`src/rtl/hamming_rx_deserializer.sv`:
```
// Beat-to-codeword assembler ahead of the 2-D Hamming decoder.
// Define HAMMING_DESER_MSB_FIRST_EN to place the first beat in the MSBs.
module hamming_rx_deserializer #(
    parameter int CW_W   = 105,
    parameter int LANE_W = 1
) (
    input  logic              clk,
    input  logic              rst_n,
    input  logic              s_valid,
    input  logic [LANE_W-1:0] s_data,
    input  logic              s_sof,
    output logic              s_ready,
    output logic              m_valid,
    input  logic              m_ready,
    output logic [CW_W-1:0]   m_codeword,
    output logic [7:0]        frame_err_cnt
);
    localparam int BEATS = CW_W / LANE_W;
    localparam int CNT_W = (BEATS > 1) ? $clog2(BEATS) : 1;
    localparam int SH_W  = $clog2(CW_W + 1);

    typedef enum logic [1:0] {
        IDLE,
        COLLECT,
        HOLD
    } state_t;

    state_t            state, state_n;
    logic [CNT_W-1:0]  count, count_n, idx;
    logic [CW_W-1:0]   frame_q, frame_n, merged, cw_n;
    logic [CW_W-1:0]   lane, mask;
    logic [SH_W-1:0]   sh;
    logic [7:0]        err_n;
    logic              valid_n, acc, wr, last, out_free;

    assign s_ready  = (state != HOLD);
    assign acc      = s_valid && s_ready;
    assign out_free = !m_valid || m_ready;
    assign lane     = CW_W'(s_data);
    assign mask     = CW_W'({LANE_W{1'b1}});

    // An sof beat always restarts at beat 0, in IDLE or as an abort.
    assign idx  = (state == COLLECT && !s_sof) ? count : '0;
    assign wr   = acc && (s_sof || state == COLLECT);
    assign last = wr && (idx == CNT_W'(BEATS - 1));

`ifdef HAMMING_DESER_MSB_FIRST_EN
    assign sh = SH_W'(CW_W - LANE_W) - SH_W'(idx) * SH_W'(LANE_W);
`else
    assign sh = SH_W'(idx) * SH_W'(LANE_W);
`endif

    assign merged = (frame_q & ~(mask << sh)) | (lane << sh);

    always_comb begin
        state_n = state;
        count_n = count;
        frame_n = frame_q;
        cw_n    = m_codeword;
        valid_n = m_valid;
        err_n   = frame_err_cnt;
        if (m_valid && m_ready) begin
            valid_n = 1'b0;
        end
        unique case (state)
            IDLE, COLLECT: begin
                if (acc && s_sof && state == COLLECT && frame_err_cnt != 8'hFF) begin
                    err_n = frame_err_cnt + 8'd1;
                end
                if (last) begin
                    frame_n = merged;
                    count_n = '0;
                    if (out_free) begin
                        cw_n    = merged;
                        valid_n = 1'b1;
                        state_n = IDLE;
                    end else begin
                        state_n = HOLD;
                    end
                end else if (wr) begin
                    frame_n = merged;
                    count_n = idx + CNT_W'(1);
                    state_n = COLLECT;
                end
            end
            HOLD: begin
                // Output register is full here, so m_valid is known high.
                if (m_valid && m_ready) begin
                    cw_n    = frame_q;
                    valid_n = 1'b1;
                    state_n = IDLE;
                end
            end
            default: state_n = IDLE;
        endcase
    end

    always_ff @(posedge clk or negedge rst_n) begin
        if (!rst_n) begin
            state         <= IDLE;
            count         <= '0;
            frame_q       <= '0;
            m_codeword    <= '0;
            m_valid       <= 1'b0;
            frame_err_cnt <= 8'd0;
        end else begin
            state         <= state_n;
            count         <= count_n;
            frame_q       <= frame_n;
            m_codeword    <= cw_n;
            m_valid       <= valid_n;
            frame_err_cnt <= err_n;
        end
    end
endmodule

```
`config.mk`:
```
export PLATFORM = sky130hd
export DESIGN_NAME = hamming_rx_deserializer
export DESIGN_NICKNAME = d
export VERILOG_FILES = /design/src/rtl/hamming_rx_deserializer.sv
export SDC_FILE = /design/constraint.sdc
export NUM_CORES = 1
export LEC_CHECK = 0
export CAP_MARGIN = 15
export CORE_MARGIN = 1.5
export CORE_UTILIZATION = 50
export DETAILED_ROUTE_END_ITERATION = 6
export GPL_ROUTABILITY_DRIVEN = 0
export HOLD_SLACK_MARGIN = 0.08
export PLACE_DENSITY = 0.72
export SYNTH_ARGS = -nofsm -noshare
export SYNTH_HDL_FRONTEND = slang
export SYNTH_SLANG_ARGS = --single-unit
```
`constraint.sdc`:
```
create_clock -name clk -period 5.6 [get_ports clk]
set_input_delay 1.68 -clock clk [delete_from_list [all_inputs] [get_ports clk]]
set_output_delay 1.68 -clock clk [all_outputs]
set_load 0.02 [all_outputs]
```
# After elaboration in Yosys (flattened, before gate mapping)
# Cells that the tools add are included.
# Widths: inputs -> output; s select.
# totals
output_inout_bits	115
inputBits	6
ff_bits	228
# op_classes
add_sub_neg	2
mux	19
eq_ne	9
n_shift	2
bitwise_logic	3
reduce_logical	20
# ops
cell	count
$mux 105	5
$pmux 105 s2	1
$and 105x105->105	1
$not 105->105	1
$or 105x105->105	1
$shl 1x7->105	1
$shl 1x7->105 const A	1
$mux 7	3
$add 8x1->8 const B	1
$logic_and 1x1->1	8
$mux 2	4
$ne 2x2->1 const B	4
$ne 8x8->1 const B	1
$add 7x1->7 const B	1
$eq 7x7->1 const B	1
$reduce_and 2->1	3
$mux 1	4
$pmux 2 s2	1
$reduce_and 4->1	1
$reduce_bool 2->1	2
$ne 3x3->1 const B	1
$eq 2x1->1 const B	1
$eq 2x2->1 const B	1
$logic_not 1->1	2
4 further kinds	5

# Logic depth before layout (Yosys ltp)
# depth
depth_word	10
mapped_depth	11
ltp_nobuf	8

# Worst setup path after synthesis
# OpenSTA, ideal clock, no wires.
# synth_timing
kind	input port to flip-flop
from	in s_sof
to	reg m_codeword[35]
setup_ns	0.130
path_slack_ns	2.073
n_path_buf	2
stages	10
arrival_time_ns	3.397
path_cell_list	buf_2 -> and4bb_2 -> and2_1 -> ha_1 -> clkbuf_1 -> inv_1 -> a21oi_1 -> nand2_1 -> a221oi_1 -> a21oi_1
# synth_between
elab_chain_cells	10
# synth_rtl
element	line_no	text
start: declaration	11	input logic s_sof,
$logic_not 1->1	43	assign idx = (state == COLLECT && !s_sof) ? count : '0;
$logic_and 1x1->1	43	
$mux 7	43	
$shl 1x7->105	53	assign merged = (frame_q & ~(mask << sh)) | (lane << sh);
$not 105->105	53	
$and 105x105->105	53	
$or 105x105->105	53	
$mux 105	73	if (out_free) begin
$mux 105	70	if (last) begin
$pmux 105 s2	65	unique case (state)
end signal: assignment	110	m_codeword <= cw_n;
end: declaration	15	output logic [CW_W-1:0] m_codeword,
# Several ways; a longest one is shown, not always the timed one. The select of a mux whose other input is x is not followed.
# A chain may end at the register's enable or synchronous reset.

# Final worst setup path
# layout_timing
from	in s_sof
to	reg m_codeword[39]
# The elaborated chain is that of the path after synthesis.

==> qor.txt <==
Vias/cell - 5.88
Register area share after synthesis - 0.516
Setup TNS Final - 0 ns
Hold crit path type - flip-flop to flip-flop
Average wire per standard cell - 19.0 µm
Grt ovf - 0
Asr flop ratio synth - 1.00
Setup slack after placement - 1.10 ns
Diodes inserted - 0
Port bufs - 120
Finished Layout Cells - 1519
Ys Warns - 0
ANT nets after route - 0
Final Net Count - 1229
Critical path type - input pin to flip-flop
Clock skew - 0.0104 ns
Worst slew margin - 0.245
Yosys cell types - 60
FF+latch count, synth - 228
Proportion of layout cells with a drive suffix above 1 - 0.0960
Iteration-0 DRC count of the detailed router - 777
Max Cap Viol - 0
Syn nets - 1156
Data arrival, critical path - 4.45 ns
First drt pass iteration count - 5
Clock sink count - 228
Hold Fails Final Rpt - 0
End point of the critical path - m_codeword[39]$_DFFE_PN0P_
First-pass GRT wire length - 46.0 mm
Post-Synthesis Cell Area - 11100 µm²
Worst r2r src - count[4]$_DFFE_PN0P_
HPWL after DPL - 19.0 mm
Highest Clock Rate - 0.245 GHz
Ys flop type - dfrtp_1
GR Util All Layers - 0.257
Critical path launch point type - input pin
Final setup viols - 0
FF-to-FF path depth - 5
R2r setup slk - 2.53 ns
Initial antenna violation count - 0
EDFF count, synth - 0
RSZ-0062 raised after global routing - no
Crit path max fanout - 16
CP required - 5.97 ns
Final worst slack - 1.52 ns
# IOs - 121
Filler cell count - 1838
Starting Density - 0.508
Tmin final - 4.08 ns
Hold_buf cts - 0
Die footprint - 23000 µm²
Final Max Tran Viols - 0
Area delta synth->final - 19.1%
Largest net degree at the start of global routing - 163
Clk slew on worst S/H paths - 0.06 ns
Postcts setup bufs - 0
Slew @ Worst Pin - 1.12 ns
Status - completed
Root Buffer - clkbuf_16
Post-cts sizing count - 0
Leak - 0.00536 µW
CTS tree - done
Residual DRC count - 0
Cells after Synth - 1148
Synth Area per Inst - 9.63 µm²
Clock buffer depth - 3
Crit path capture type - flip-flop
Period utilization - 0.728
Detailed-route via count - 8925
Die W - 152 µm
Wirelength, routed - 28.8 mm
Worst Setup SP - s_sof
Vias in the first global route - 8478
Rows - 54
CORE AREA - 21800 µm²
Overall Power - 3750 µW
H-Tree Depth - 1
Die H - 152 µm
Pwr Density - 285 nW/µm²
Dpl cells - 1473
Number of buffers created by CTS - 26
Reg-to-Reg End - frame_q[22]$_DFFE_PN0P_
Clk_lat worst skew - 0.52 ns
VDD IR max - 0.000207 V
==> cells in the final DEF, fill, tap and decap left out, types with 9 or more instances in the layout <==
cell type,Yosys,layout
clkbuf_16,0,27
o31ai_1,46,46
nand2_1,208,208
a21oi_1,9,9
a22oi_1,21,21
clkdlybuf4s50_1,0,118
nand2b_1,15,15
o21ai_0,126,125
nand3_1,27,27
dfrtp_1,228,228
nor2_1,62,62
nor3_1,17,17
mux2i_1,74,74
buf_4,2,14
o21ai_1,92,93
mux2_2,27,27
==> cell type report <==
class | instances | area (µm²) | share of cell area
Sequential cell | 228 | 5710 | 0.433
Multi-Input combinational cell | 822 | 4870 | 0.370
Timing Repair Buffer | 135 | 1330 | 0.101
Clock buffer | 38 | 767 | 0.0582
Tap cell | 280 | 350 | 0.0266
Clock inverter | 8 | 123 | 0.00931
Inverter | 8 | 30.0 | 0.00228
==> synthesized netlist by cell type, drive strengths merged (3+ instances only) <==
cell     count  area share
nand3       28       0.013
nand2      208       0.071
a22oi       21       0.014
nand4bb      3      0.0031
dfrtp      228        0.52
o31a         4      0.0032
or2          3      0.0017
or3          3      0.0017
buf         39       0.025
o21ai      225        0.10
nor2b        6      0.0034
mux2i       74       0.067
and3         4      0.0023
xor2         5      0.0040
nand3b       3      0.0020
nand2b      15      0.0085
nor3        25       0.016
nand4        7      0.0040
nor2        68       0.025
inv          8      0.0027
mux2        27       0.027
clkbuf      51       0.017
o31ai       46       0.031
nor4         7      0.0064
a21oi        9      0.0041
==> state kept, by name (all words and copies together), names as in the netlist <==
signal,cells
m_codeword,105
frame_err_cnt,8
state,2
frame_q,105
count,7
m_valid,1
==> worst max-delay path, cell delays in order <==
cell	delay, ns
clkdlybuf4s50_1	0.60
or3b_1	0.80
o2111ai_1	0.92
nor2_1	0.11
mux2i_1	0.21
o21ai_1	0.10
==> routing by layer <==
layer | vias up | track usage | part of all wire
li1 | 4198 | - | -
met1 | 4308 | 0.375 | 0.45
met2 | 359 | 0.391 | 0.45
met3 | 60 | 0.0437 | 0.075
met4 | 0 | 0.0837 | 0.028
met5 | - | 0 | 0
==> per-stage QoR <==
stage / instance area, µm² / hold WS, ns / utilization
finish: 13200 / 0.481 / 0.605
global route: 13200 / 0.498 / 0.605
CTS: 13200 / 0.484 / 0.605
detailed placement: 12300 / 0.470 / 0.564
global placement: 12300 / 0.462 / 0.564
floorplan: 11100 / 0.449 / -
==> kinds of logic after synthesis <==
family          share of synthesized area
simple gates                        0.168
compound gates                      0.168
flops                               0.516
mux                                0.0945
buf+inv                            0.0454
xor+xnor                          0.00554
fa+ha+maj                         0.00226
==> how the worst min path moves through the flow <==
stage,startpoint,endpoint,slack (ns),cells past startpoint
CTS,m_codeword[45]$_DFFE_PN0P_,m_codeword[45]$_DFFE_PN0P_,0.48,2
floorplan,frame_q[16]$_DFFE_PN0P_,frame_q[16]$_DFFE_PN0P_,0.45,2
detailed placement,m_codeword[29]$_DFFE_PN0P_,m_codeword[29]$_DFFE_PN0P_,0.47,2
global placement,frame_q[80]$_DFFE_PN0P_,frame_q[80]$_DFFE_PN0P_,0.46,2
finish,frame_q[45]$_DFFE_PN0P_,frame_q[45]$_DFFE_PN0P_,0.48,2
global route,frame_q[45]$_DFFE_PN0P_,frame_q[45]$_DFFE_PN0P_,0.50,2
==> where the power goes <==
group / internal (µW) / switching [µW]
Sequential: 1680 / 46.9
Clock: 1080 / 676
Combinational: 86.4 / 174
No activity file was read; power rests on OpenSTA's default activity.
